--- src/rtl/cpu_types_pkg.sv ---
// Shared types for the fetch stage: FSM state encoding and the IF/ID record.
package cpu_types_pkg;

    typedef enum logic [1:0] {
        FETCH  = 2'd0,
        HOLD   = 2'd1,
        HALTED = 2'd2
    } fetch_state_t;

    typedef struct packed {
        logic [31:0] instr;
        logic [31:0] pc;
        logic [31:0] npc;
        logic        valid;
    } ifid_t;

    // Builds the IF/ID contents for a squashed or reset slot.
    function automatic ifid_t ifid_nop(input logic [31:0] nop_instr);
        ifid_t r;
        r.instr = nop_instr;
        r.pc    = '0;
        r.npc   = '0;
        r.valid = 1'b0;
        return r;
    endfunction

endpackage

--- src/rtl/fetch_unit_if.sv ---
// Signal bundle between the fetch unit, program counter, imem and decode.
interface fetch_unit_if;
    logic [31:0] pc;
    logic [31:0] npc;
    logic        ihit;
    logic [31:0] iload;
    logic        stall;
    logic        flush;
    logic        halt;
    logic        imemREN;
    logic [31:0] imemaddr;
    logic        pc_en;
    logic        ifid_valid;
    logic [31:0] ifid_instr;
    logic [31:0] ifid_pc;
    logic [31:0] ifid_npc;

    modport fu (
        input  pc, npc, ihit, iload, stall, flush, halt,
        output imemREN, imemaddr, pc_en,
               ifid_valid, ifid_instr, ifid_pc, ifid_npc
    );

    modport tb (
        output pc, npc, ihit, iload, stall, flush, halt,
        input  imemREN, imemaddr, pc_en,
               ifid_valid, ifid_instr, ifid_pc, ifid_npc
    );
endinterface

--- src/rtl/ifid_reg.sv ---
// IF/ID pipeline register. Priority: reset/flush > load > bubble > hold.
module ifid_reg
    import cpu_types_pkg::*;
#(
    parameter logic [31:0] NOP_INSTR = 32'h0000_0000
) (
    input  logic  clk_i,
    input  logic  nrst_i,
    input  logic  load_i,
    input  logic  flush_i,
    input  logic  bubble_i,
    input  ifid_t d_i,
    output ifid_t q_o
);

    ifid_t q_q;

    // Squash to NOP on reset/flush, capture on load, drop valid on a bubble.
    always_ff @(posedge clk_i) begin
        if (!nrst_i || flush_i) begin
            q_q <= ifid_nop(NOP_INSTR);
        end else if (load_i) begin
            q_q <= d_i;
        end else if (bubble_i) begin
            q_q.valid <= 1'b0;
        end
    end

    assign q_o = q_q;

endmodule

--- src/rtl/fetch_unit.sv ---
// Instruction fetch stage: drives imem and PC enable, skid-buffers a hit that
// lands during a decode stall, and handles flush/halt.
module fetch_unit
    import cpu_types_pkg::*;
#(
    parameter logic [31:0] NOP_INSTR = 32'h0000_0000
) (
    input  logic     CLK,
    input  logic     nRST,
    fetch_unit_if.fu fuif
);

    fetch_state_t state_q, state_d;
    ifid_t        skid_q, skid_d;
    ifid_t        ifid_d, ifid_q;
    logic         ifid_load, ifid_flush, ifid_bubble;
    logic         ren, pcen;
    ifid_t        hit_word;

    assign hit_word = '{instr: fuif.iload, pc: fuif.pc, npc: fuif.npc, valid: 1'b1};

    // State and skid buffer registers; reset drops any transfer in flight.
    always_ff @(posedge CLK) begin
        if (!nRST) begin
            state_q <= FETCH;
            skid_q  <= '0;
        end else begin
            state_q <= state_d;
            skid_q  <= skid_d;
        end
    end

    // Next state, memory/PC controls and IF/ID commands.
    // halt beats flush, flush beats stall and ihit; HALTED only leaves via reset.
    always_comb begin
        state_d     = state_q;
        skid_d      = skid_q;
        ifid_d      = hit_word;
        ifid_load   = 1'b0;
        ifid_flush  = 1'b0;
        ifid_bubble = 1'b0;
        ren         = 1'b0;
        pcen        = 1'b0;
        if (fuif.halt) begin
            state_d = HALTED;
        end else if (state_q == HALTED) begin
            state_d = HALTED;
        end else if (fuif.flush) begin
            ren        = (state_q == FETCH);
            pcen       = 1'b1;
            ifid_flush = 1'b1;
            skid_d     = '0;
            state_d    = FETCH;
        end else begin
            case (state_q)
                FETCH: begin
                    ren = 1'b1;
                    if (fuif.ihit && !fuif.stall) begin
                        ifid_load = 1'b1;
                        pcen      = 1'b1;
                    end else if (fuif.ihit) begin
                        skid_d  = hit_word;
                        pcen    = 1'b1;
                        state_d = HOLD;
                    end else if (!fuif.stall) begin
                        ifid_bubble = 1'b1;
                    end
                end
                HOLD: begin
                    if (!fuif.stall) begin
                        ifid_d       = skid_q;
                        ifid_d.valid = 1'b1;
                        ifid_load    = 1'b1;
                        state_d      = FETCH;
                    end
                end
                default: state_d = HALTED;
            endcase
        end
    end

    ifid_reg #(.NOP_INSTR(NOP_INSTR)) u_ifid (
        .clk_i    (CLK),
        .nrst_i   (nRST),
        .load_i   (ifid_load),
        .flush_i  (ifid_flush),
        .bubble_i (ifid_bubble),
        .d_i      (ifid_d),
        .q_o      (ifid_q)
    );

    // Requests are held off combinationally while reset is asserted.
    assign fuif.imemREN    = ren & nRST;
    assign fuif.pc_en      = pcen & nRST;
    assign fuif.imemaddr   = fuif.pc;
    assign fuif.ifid_valid = ifid_q.valid;
    assign fuif.ifid_instr = ifid_q.instr;
    assign fuif.ifid_pc    = ifid_q.pc;
    assign fuif.ifid_npc   = ifid_q.npc;

endmodule

--- src/flat_wrapper.sv ---
// flat-port wrapper written by rule: the top's interface ports become plain ports
module fetch_unit_flat import cpu_types_pkg::*;
#(
    parameter logic [31:0] NOP_INSTR = 32'h0000_0000
)
  (CLK, nRST, fuif_pc, fuif_npc, fuif_ihit, fuif_iload, fuif_stall, fuif_flush, fuif_halt, fuif_imemREN, fuif_imemaddr, fuif_pc_en, fuif_ifid_valid, fuif_ifid_instr, fuif_ifid_pc, fuif_ifid_npc);
  fetch_unit_if fuif_i ();
  input  logic CLK;
  input  logic nRST;
  input wire logic [$bits(fuif_i.pc)-1:0] fuif_pc;
  input wire logic [$bits(fuif_i.npc)-1:0] fuif_npc;
  input wire logic [$bits(fuif_i.ihit)-1:0] fuif_ihit;
  input wire logic [$bits(fuif_i.iload)-1:0] fuif_iload;
  input wire logic [$bits(fuif_i.stall)-1:0] fuif_stall;
  input wire logic [$bits(fuif_i.flush)-1:0] fuif_flush;
  input wire logic [$bits(fuif_i.halt)-1:0] fuif_halt;
  output wire logic [$bits(fuif_i.imemREN)-1:0] fuif_imemREN;
  output wire logic [$bits(fuif_i.imemaddr)-1:0] fuif_imemaddr;
  output wire logic [$bits(fuif_i.pc_en)-1:0] fuif_pc_en;
  output wire logic [$bits(fuif_i.ifid_valid)-1:0] fuif_ifid_valid;
  output wire logic [$bits(fuif_i.ifid_instr)-1:0] fuif_ifid_instr;
  output wire logic [$bits(fuif_i.ifid_pc)-1:0] fuif_ifid_pc;
  output wire logic [$bits(fuif_i.ifid_npc)-1:0] fuif_ifid_npc;
  assign fuif_i.pc = fuif_pc;
  assign fuif_i.npc = fuif_npc;
  assign fuif_i.ihit = fuif_ihit;
  assign fuif_i.iload = fuif_iload;
  assign fuif_i.stall = fuif_stall;
  assign fuif_i.flush = fuif_flush;
  assign fuif_i.halt = fuif_halt;
  assign fuif_imemREN = fuif_i.imemREN;
  assign fuif_imemaddr = fuif_i.imemaddr;
  assign fuif_pc_en = fuif_i.pc_en;
  assign fuif_ifid_valid = fuif_i.ifid_valid;
  assign fuif_ifid_instr = fuif_i.ifid_instr;
  assign fuif_ifid_pc = fuif_i.ifid_pc;
  assign fuif_ifid_npc = fuif_i.ifid_npc;
  fetch_unit #(.NOP_INSTR(NOP_INSTR)) u_core (.CLK(CLK), .nRST(nRST), .fuif(fuif_i));
endmodule
--- config.mk ---
export PLATFORM = sky130hd
export DESIGN_NAME = fetch_unit_flat
export DESIGN_NICKNAME = d
export VERILOG_FILES = /design/src/rtl/cpu_types_pkg.sv /design/src/rtl/fetch_unit_if.sv /design/src/rtl/ifid_reg.sv /design/src/rtl/fetch_unit.sv /design/src/flat_wrapper.sv
export SDC_FILE = /design/constraint.sdc
export NUM_CORES = 1
export LEC_CHECK = 0
export BUFFER_PORTS_ARGS = -buffer_cell sky130_fd_sc_hd__clkbuf_2
export CAP_MARGIN = 20
export CORE_ASPECT_RATIO = 1.75
export CORE_MARGIN = 10
export CORE_UTILIZATION = 49
export CTS_CLUSTER_DIAMETER = 60
export DETAILED_ROUTE_END_ITERATION = 12
export PLACE_DENSITY = 0.77
export SYNTH_ARGS = -nofsm -noshare
export SYNTH_HDL_FRONTEND = slang
export SYNTH_HIERARCHICAL = 1
export SYNTH_SLANG_ARGS = --single-unit
--- constraint.sdc ---
create_clock -name CLK -period 2.11 [get_ports CLK]
set_clock_uncertainty 0.05 [all_clocks]
set_input_delay 0.422 -clock CLK [delete_from_list [all_inputs] [get_ports CLK]]
set_output_delay 0.422 -clock CLK [all_outputs]
set_load 0.03 [all_outputs]
==> flow_summary.json <==
{
  "status": "completed",
  "holdPathEnd": "u_core/skid_q[22]",
  "grt_pass1_wl_um": 43200,
  "period_needed_ns": 2.00,
  "die-area_um2": 26200,
  "synthFlopType": "dfxtp_1",
  "clk_latency_ns": 0.43,
  "die_x_um": 127,
  "critPathMaxFanout": 7,
  "core_area_um2": 19700,
  "reg2reg_slack_ns": 0.22,
  "gr-total-overflow": 0,
  "maxCapViolations": 0,
  "hp-start": "fuif_npc[21]",
  "fin_tns_setup_ns": 0,
  "numClockSinks": 195,
  "fin_cells": 1424,
  "hold_ws_ns": 0.194,
  "grt_max_degree": 121,
  "syn_nets": 1132,
  "start_util": 0.498,
  "cp.required_ns": 1.64,
  "max-vdd-ir-drop_v": 0.000639,
  "yosysUniqueCellTypes": 30,
  "cts_resized": 0,
  "wirelength_um": 26800,
  "antenna_found_initial": 3,
  "ys_seq_elements": 195,
  "crit_type": "flip-flop to primary output",
  "cts_buffers": 17,
  "relSlewSlack": 0.642,
  "yosysSeqAreaShare": 0.399,
  "yosysTopAreaCell": "dfxtp_1",
  "start_kind": "flip-flop",
  "slew_violations": 0,
  "clk_pin_slew_ns": 0.07,
  "num_vias": 8298,
  "p_leak_nw": 4.39,
  "dpl_cell_area_um2": 10900,
  "yosysMostFrequentCell": "dfxtp_1",
  "viasPerCell": 5.83,
  "fin_area_um2": 11500,
  "synth-edff-count": 0,
  "timing.rr.end": "u_core/u_ifid/q_o[34]",
  "postCtsSetupRepairBufs": 0,
  "cts_hold_buffers": 0,
  "drt_iter0_markers": 625,
  "avgSynthCellArea_um2": 9.49,
  "cts_buffer_depth": 2,
  "rsz0062_at_grt": "no",
  "hold_viol": 0,
  "nets": 1266,
  "ys_top_cells_by_count": "dfxtp_1, nand2_1, nor2_1",
  "setup_viol": 0,
  "synthArstFlopShare": 0,
  "io_buffer_count": 232,
  "r2r_start": "u_core/state_q[0]",
  "grt_util_all_layers": 0.198,
  "htreeDepth": 4,
  "yosys-top-cells-area": "dfxtp_1, mux2i_1, nand4b_1",
  "netlist.area_leader.share": 0.399,
  "end_kind": "primary output",
  "synthesis.area_um2": 9780,
  "first_global_vias": 8382,
  "max_freq_ghz": 0.499,
  "r2r_cells": 6,
  "num_rows": 68,
  "wire_per_inst_um": 18.8,
  "drive_gt1_frac": 0.331,
  "ys.warnings.count": 6,
  "powerDensity_nw_per_um2": 723,
  "netlist_instances": 1030,
  "routabilityCongestion": 0.749,
  "fp.dieH_um": 207,
  "drtPass1Iterations": 5,
  "hpwl_um": 17200,
  "placedCellCount": 1390,
  "cts_root_buffer": "clkbuf_16",
  "drcViolationCount": 0,
  "arrival_ns": 1.53,
  "detail-route-antenna-nets": 0,
  "postLayoutCoreUtil": 0.587,
  "whs_path_depth": 3,
  "tightest_slew_ns": 0.537,
  "worstHoldPathType": "input pin to flip-flop",
  "cts_tree": "done",
  "io_pins": 233,
  "fin_crit_sh": 0.950,
  "syn_to_final_growth_pct": 18.0
}
[flip-flops by register name, summed over array words and instances (netlist names)]
register / count
u_core/skid_q: 96
u_core/state_q: 2
u_core/u_ifid/q_o: 97
[metal layers]
layer / track usage / share of wire / vias to the layer above
li1: - / - / 3949
met1: 0.218 / 0.39 / 4027
met2: 0.346 / 0.52 / 290
met3: 0.0596 / 0.072 / 32
met4: 0.0837 / 0.020 / 0
met5: 0 / 0 / -
[per-stage QoR]
stage / worst slack [ns] / power (mW)
after floorplan: -0.0405 / 4.50
after global placement: -0.0846 / 4.80
after detailed placement: -0.130 / 4.81
after CTS: 0.0797 / 8.43
after global routing: 0.0301 / 8.63
final: 0.106 / 8.34
[power breakdown]
group	leakage, nW	internal [mW]	switching, mW	total (mW)
Clock	0.318	2.22	1.39	3.61
Combinational	2.50	0.355	0.580	0.935
Sequential	1.58	3.75	0.0471	3.79
Total	4.39	6.32	2.02	8.34
[worst max-delay path: stages (launching register included)]
cell and delay, ns:
dfxtp_1 0.42, a21oi_4 0.25, and3b_1 0.19, clkbuf_2 0.24
[placed cells by master, fill, tap and decap left out, types with 2 or more instances in the layout]
cell type / instances
a21oi_1: 3
buf_12: 13
buf_4: 10
bufinv_16: 5
clkbuf_16: 17
clkbuf_2: 231
clkbuf_8: 4
clkinv_2: 2
clkinvlp_4: 2
dfxtp_1: 195
diode_2: 3
mux2_2: 56
mux2_4: 40
mux2i_1: 96
nand2_1: 98
nand3_1: 96
nand4b_1: 96
nor2_1: 96
nor2b_1: 2
o211ai_1: 96
or3_4: 2
[layout make-up]
class,count,area (um^2)
inverter,1,3.75
clock inverter,9,175
fill,1658,8120
antenna,3,7.51
multi-input combinational,694,5150
timing repair buffer,255,1500
tap,245,307
clock buffer,22,484
sequential,195,3900
[worst max path at each step]
stage | startpoint | to | slack (ns)
3_3_place_gp | fuif_flush | u_core/u_ifid/q_o[52] | -0.08
6_report | u_core/state_q[1] | fuif_pc_en | 0.11
2_1_floorplan | fuif_flush | u_core/u_ifid/q_o[29] | -0.04
4_1_cts | u_core/state_q[1] | fuif_pc_en | 0.08
3_5_place_dp | fuif_flush | u_core/u_ifid/q_o[34] | -0.13
5_1_grt | u_core/state_q[1] | fuif_pc_en | 0.03
[logic make-up (layout without fill, tap and decap cells)]
logic type             after synthesis  after routing  synth area share
other                                1              4          0.000384
DFF                                195            195             0.399
AOI/OAI and AO/OA                  101            101            0.0765
and+or+nand+nor                    400            400             0.220
buffers and inverters              141            287            0.0800
muxes                              192            192             0.224
Power figures use the tool's default switching activity.
